$ cat src/rtl/rx_fifo.sv
// rx_fifo: synchronous receive FIFO with a first-word-fall-through read port.
//
// Sits directly behind the serial receiver. Words arrive on din/we and are
// held until the host-side consumer pops them with re. The oldest word is
// always presented on dout while empty=0.
//
// Ports:
//   clk           system clock, all state changes on the rising edge
//   rst           asynchronous active-low reset
//   din, we       write port (receiver's dout / we)
//   full          all DEPTH entries in use (receiver's full)
//   dout, re      FWFT read data and pop strobe
//   empty         no entries stored
//   count         number of stored entries, 0..DEPTH
//   overrun       sticky: a write arrived while full and was dropped
//   clear_overrun synchronous clear of overrun (a new overrun wins)
module rx_fifo #(
  parameter int unsigned WORD_WIDTH = 32'd8,
  parameter int unsigned DEPTH_LOG2 = 32'd4
) (
  input  logic                  clk,
  input  logic                  rst,
  input  logic [WORD_WIDTH-1:0] din,
  input  logic                  we,
  output logic                  full,
  output logic [WORD_WIDTH-1:0] dout,
  input  logic                  re,
  output logic                  empty,
  output logic [DEPTH_LOG2:0]   count,
  output logic                  overrun,
  input  logic                  clear_overrun
);

  localparam int unsigned DEPTH = 1 << DEPTH_LOG2;
  localparam logic [DEPTH_LOG2:0] DEPTH_CNT = (DEPTH_LOG2 + 1)'(DEPTH);
  localparam logic [DEPTH_LOG2:0] PTR_ONE   = (DEPTH_LOG2 + 1)'(1);

  logic [WORD_WIDTH-1:0] mem [DEPTH];

  // Pointers carry one extra bit so that full and empty are distinguishable.
  logic [DEPTH_LOG2:0] wptr_reg;
  logic [DEPTH_LOG2:0] rptr_reg;
  logic                overrun_reg;

  logic do_write;
  logic do_pop;

  always_comb begin
    count = wptr_reg - rptr_reg;
    empty = (count == '0);
    full  = (count == DEPTH_CNT);
  end

  // full is never bypassed by a simultaneous pop: a write while full drops.
  assign do_write = we & ~full;
  assign do_pop   = re & ~empty;

  // Combinational read of the head entry gives the fall-through behaviour.
  assign dout    = empty ? '0 : mem[rptr_reg[DEPTH_LOG2-1:0]];
  assign overrun = overrun_reg;

  // Storage has no reset; contents are only meaningful behind the pointers.
  always_ff @(posedge clk) begin
    if (do_write) begin
      mem[wptr_reg[DEPTH_LOG2-1:0]] <= din;
    end
  end

  always_ff @(posedge clk or negedge rst) begin
    if (!rst) begin
      wptr_reg    <= '0;
      rptr_reg    <= '0;
      overrun_reg <= 1'b0;
    end else begin
      if (do_write) begin
        wptr_reg <= wptr_reg + PTR_ONE;
      end
      if (do_pop) begin
        rptr_reg <= rptr_reg + PTR_ONE;
      end
      // A fresh overrun takes priority over a clear in the same cycle.
      if (we && full) begin
        overrun_reg <= 1'b1;
      end else if (clear_overrun) begin
        overrun_reg <= 1'b0;
      end
    end
  end

endmodule
$ cat config.mk
export PLATFORM = sky130hd
export DESIGN_NAME = rx_fifo
export DESIGN_NICKNAME = d
export VERILOG_FILES = /design/src/rtl/rx_fifo.sv
export SDC_FILE = /design/constraint.sdc
export NUM_CORES = 1
export LEC_CHECK = 0
export ABC_AREA = 0
export CORE_ASPECT_RATIO = 0.9
export CORE_MARGIN = 3
export CORE_UTILIZATION = 40
export CTS_BUF_LIST = sky130_fd_sc_hd__clkbuf_4 sky130_fd_sc_hd__clkbuf_8
export DETAILED_ROUTE_END_ITERATION = 12
export GPL_TIMING_DRIVEN = 0
export PLACE_DENSITY = 0.54
export SLEW_MARGIN = 20
export SYNTH_ARGS = -nofsm -noshare
export SYNTH_HDL_FRONTEND = slang
export SYNTH_SLANG_ARGS = --single-unit
$ cat constraint.sdc
create_clock -name clk -period 4 [get_ports clk]
set_input_delay 1.2 -clock clk [delete_from_list [all_inputs] [get_ports clk]]
set_output_delay 1.2 -clock clk [all_outputs]
set_load 0.03 [all_outputs]
* Word-level counts from Yosys, hierarchy flattened *
Memories as Yosys holds them, arrays and structs flattened.
Index checks and enable logic that the tools add are counted.

cells by class
  multiply operators = 0
  shift operators = 0
  magnitude comparators = 0
  $add $sub $neg = 3
  mux-type cells = 5
  reductions and logical operators = 3
  eq/ne operators = 1
  bitwise gates (word level) = 4
  div/mod/pow operators = 0

operators by type and width
  kind                 count
  $add 5x1->5 const B  2
  $mux 8               1
  $eq 5x5->1 const B   1
  $logic_not 5->1      1
  $sub 5x5->5          1
  $mux 1               4
  $and 1x1->1          2
  $not 1->1            2
  $reduce_bool 2->1    1
  $logic_and 1x1->1    1

word-level totals
  bits of input ports = 13
  bits in read-only memories = 0
  memories = 1
  word-level logic and storage cells = 20
  flip-flop bits (word level) = 11
  memory bits (writable) = 128
  bits in latches = 0

memory list
  memory  words  width  rd ports  clocked after Yosys merged registers in  wr ports  line  text
  mem     16     8      1         0                                        1         38    logic [WORD_WIDTH-1:0] mem [DEPTH];

* Longest topological paths before layout *
  depth after elaboration = 6
  mapped depth = 11

* Worst setup path before layout *
OpenSTA, ideal clock, no wires.

  path kind = reg-to-output
  start = register rptr_reg[2]
  end = output port dout[0]
  arrival = 3.223 ns
  slack = -0.423 ns
  data required time = 2.800 ns
  cell stages (with the launch flop) = 11
  cell sequence = dfrtp_1 buf_2 buf_2 inv_1 buf_2 ha_1 xor2_1 nand4b_1 a2bb2oi_1 buf_4 a211oi_1

between the ends
  word-level cells in the longest chain between the ends = 3
  elaborated cells between the ends (all ways) = 4

ends and longest elaborated chain
  item                      line  text
  start: declaration        42    logic [DEPTH_LOG2:0] rptr_reg;
  start signal: assignment  79    rptr_reg <= rptr_reg + PTR_ONE;
  $sub 5x5->5               49    count = wptr_reg - rptr_reg;
  net count[2]              29    output logic [DEPTH_LOG2:0] count,
  $logic_not 5->1           50    empty = (count == '0);
  net empty                 28    output logic empty,
  $mux 8                    59    assign dout = empty ? '0 : mem[rptr_reg[DEPTH_LOG2-1:0]];
  end: declaration          26    output logic [WORD_WIDTH-1:0] dout,

The timed path passes the listed nets, and every way through them passes these cells.

* Worst setup path in the final report *
  start = register rptr_reg[2]
  end = output port dout[0]

between the ends
  word-level cells in the longest chain between the ends = 3
  elaborated cells between the ends (all ways) = 4

ends and longest elaborated chain
  item             line
  $sub 5x5->5      49
  $logic_not 5->1  50
  $mux 8 (*)       59

Mark *: on every way between the ends. The rest lies on a longest branch, timed or not.

==> flow_summary.yaml <==
pwr:
  comb_power_share_pct: 46.8
  clockPowerShare_pct: 21.9
  power.density_mw_per_mm2: 855.5
  pwr-share-seq_pct: 31.3
  power.leakage_nw: 2.470
  p_int_w: 0.003863
  power_switching_w: 0.002181
  power.share.switching_pct: 36.09
  peakVddDrop_mv: 0.5326
sta:
  finalSetupViolations: 0
  relSlewSlack_pct: 50.97
  min_period_ns: 3.898
  finalCritPeriodShare_pct: 97.46
  setup_ws_ns: 0.1015
  worst_slew_pin_slew_ns: 0.7355
  hold_violations: 0
  skew_ns: 0.008147
  final_max_slew_viol_count: 0
  fmax_mhz: 256.5
  setup_tns_ns: 0
critical_path:
  crit_arrival_ns: 2.70
  cp-startpoint: "rptr_reg[2]$_DFFE_PN0P_"
  path_cells: "buf_8, clkinvlp_4, buf_12, ha_4, nand3b_1, a211o_1, a2bb2oi_4, buf_8, a211oi_2, buf_4"
  critical_path.max_stage_delay_ns: 0.36
  reg2reg_to: "mem[6][3]$_DFFE_PP_"
  rr_startpoint: "rptr_reg[2]$_DFFE_PN0P_"
  rrSetupSlack_ns: 0.78
  cp-end-kind: "primary output"
  path_max_fanout: 11
  path_class: "reg2out"
  crit_path_start_kind: "register"
  crit_top_cell: "buf_8"
  endpoint: "dout[0]"
  cp_slowest_cell: "dfrtp_1"
  ff2ff_path_depth: 12
  critical_path_required_ns: 2.80
worst_hold_path:
  hp-class: "reg2reg"
  whs_path_depth: 1
logic_synthesis:
  synth.most_common_cell: "edfxtp_1"
  syn_nets: 326
  yosys-top-cells-area: "edfxtp_1 67%, mux4_2 13%, dfrtp_1 4.8%"
  avgSynthCellArea_um2: 18.96
  yosysWarnings: 0
  synth_seq_cells: 139
  synth_cells: 303
  synth-edff-count: 128
  async_flop_share_pct: 7.914
  syn-cell-area_mm2: 0.005746
  yosys-top-cells-count: "128 x edfxtp_1, 32 x mux4_2, 21 x and3_1"
  yosys.area.top_type: "edfxtp_1"
  synthDistinctLibCells: 37
  seq_area_frac_synth_pct: 71.69
  yosysTopAreaCellShare_pct: 66.90
  synthFlopType: "edfxtp_1"
clocking:
  path_clk_slew_ns: 0.08
  cts.sinks: 139
  cts_inserted_buffers: 17
  cts_buffer_depth: 2
  clock_latency_ns: 0.44
  ctsHtreeMaxLevel: 4
  clock-root-buffer: "clkbuf_8"
  tritoncts: "done"
floorplanning:
  rows: 40
  start_util_pct: 41.90
  ios: 29
  core-area_mm2: 0.01371
  die_y_um: 119.7
  fp.dieW_um: 132.3
  dieArea_mm2: 0.01584
route:
  drt_iter0_drc: 216
  ant_nets: 0
  vias_per_cell: 5.180
  drtPass1Iterations: 4
  via_count: 2958
  wl_mm: 12.55
  wl_per_cell_um: 21.98
  drc_errors: 0
global_route:
  use_met2_pct: 27.14
  grt_overflow: 0
  grt_pass1_vias: 3134
  grt_first_pass_wirelength_mm: 18.92
  met1_usage_pct: 22.12
  grt_use_met3_pct: 4.149
  antenna_found_initial: 0
  grt_usage_pct: 16.68
  busiest_layer: "met2"
  grt_max_degree: 17
cells_and_area:
  fill_cells: 1144
  multiInputGateArea_mm2: 0.001642
  largest_reg_flops: 128
  syn2layout_area_growth_pct: 22.95
  register_area_mm2: 0.004120
  finalNetCount: 392
  instances_no_fill: 571
  utilization_pct: 51.51
  drive_above_1_share_pct: 35.08
  antennaDiodeCount: 0
placed_design:
  placed_cells: 522
  pre_cts_ws_ns: -0.7771
  dp_hpwl_mm: 8.089
  io_buffers: 28
  gp_congestion: 0.7720
run_status:
  status: "completed"
run:
  cap_violations: 0
==> layout make-up <==
type | instances | share of cell area (%)
well taps | 189 | 3.348
clock inverters | 10 | 2.657
multi-input cells | 142 | 23.24
flip-flops and latches | 139 | 58.32
plain buffers | 11 | 1.523
clock buffers | 22 | 4.109
repair buffers | 50 | 6.199
inverters | 8 | 0.6022
==> per-stage QoR <==
step                power (W)  hold slack [ns]  cell area (um^2)
detailed placement   0.004499           0.4782              6334
CTS                  0.005982           0.4951              6957
global placement     0.004477           0.4764              6310
finish               0.006044           0.4973              7064
floorplan            0.003629           0.4604              5793
global route         0.006349           0.5101              7064
==> worst max-delay path: cells and delay by family (launching register included) <==
family,cells,cell delay [ns]
compound gates,3,0.63
fa+ha+maj,1,0.30
buf+inv,5,0.82
flops,1,0.36
simple gates,1,0.13
==> power groups by stage <==
stage                     clock network (W)  logic (W)  registers, W
after floorplan                           0    0.00174       0.00189
after global placement                    0    0.00257       0.00190
after detailed placement                  0    0.00259       0.00191
after CTS                           0.00135    0.00273       0.00191
after global routing                0.00142    0.00302       0.00191
final                               0.00133    0.00283       0.00189
==> how the worst min path moves through the flow <==
stage,from,end,slack [ns]
2_1_floorplan,rptr_reg[4]$_DFFE_PN0P_,rptr_reg[4]$_DFFE_PN0P_,0.46
3_3_place_gp,rptr_reg[4]$_DFFE_PN0P_,rptr_reg[4]$_DFFE_PN0P_,0.48
6_report,wptr_reg[4]$_DFFE_PN0P_,wptr_reg[4]$_DFFE_PN0P_,0.50
4_1_cts,rptr_reg[4]$_DFFE_PN0P_,rptr_reg[4]$_DFFE_PN0P_,0.50
3_5_place_dp,rptr_reg[4]$_DFFE_PN0P_,rptr_reg[4]$_DFFE_PN0P_,0.48
5_1_grt,rptr_reg[4]$_DFFE_PN0P_,rptr_reg[4]$_DFFE_PN0P_,0.51
==> metal layers <==
layer | share of wire [%] | routed length [um]
met5 | 0 | 0
met4 | 2.0 | 254
met3 | 3.7 | 467
met2 | 50 | 6277
met1 | 44 | 5551
==> cells by family (layout without fill, tap and decap cells) <==
kind of cell	count (synthesis)	in the layout	share of synthesized area [%]
XOR/XNOR	11	11	1.677
flip-flops	139	139	71.69
adder cells (fa/ha/maj)	10	10	2.308
buffers and inverters	22	101	1.895
AO/OA/AOI/OAI	15	15	2.047
multiplexers	42	42	14.39
AND/OR/NAND/NOR	64	64	5.989
==> cells in the final DEF, fill, tap and decap left out, drive strengths merged, types with 5 or more instances in the layout <==
master / synthesis / routed
a211oi: 9 / 9
and3: 21 / 21
buf: 11 / 41
bufinv: 0 / 5
clkbuf: 3 / 24
clkdlybuf4s50: 0 / 16
dfrtp: 11 / 11
edfxtp: 128 / 128
ha: 9 / 9
inv: 7 / 5
mux2i: 8 / 8
mux4: 32 / 32
nand2: 20 / 20
nor2: 5 / 5
xor2: 7 / 7
==> what timing repair did <==
| action | CTS | global route |
|---|---|---|
| cloned | 1 | 0 |
| pin swaps | 3 | 6 |
| hold buffers | 0 | 0 |
| setup buffers | 8 | 11 |
| setup endpoints to repair | 14 | 10 |
| resized for setup | 83 | 16 |
Note: power is estimated with default switching activity, not from simulation.
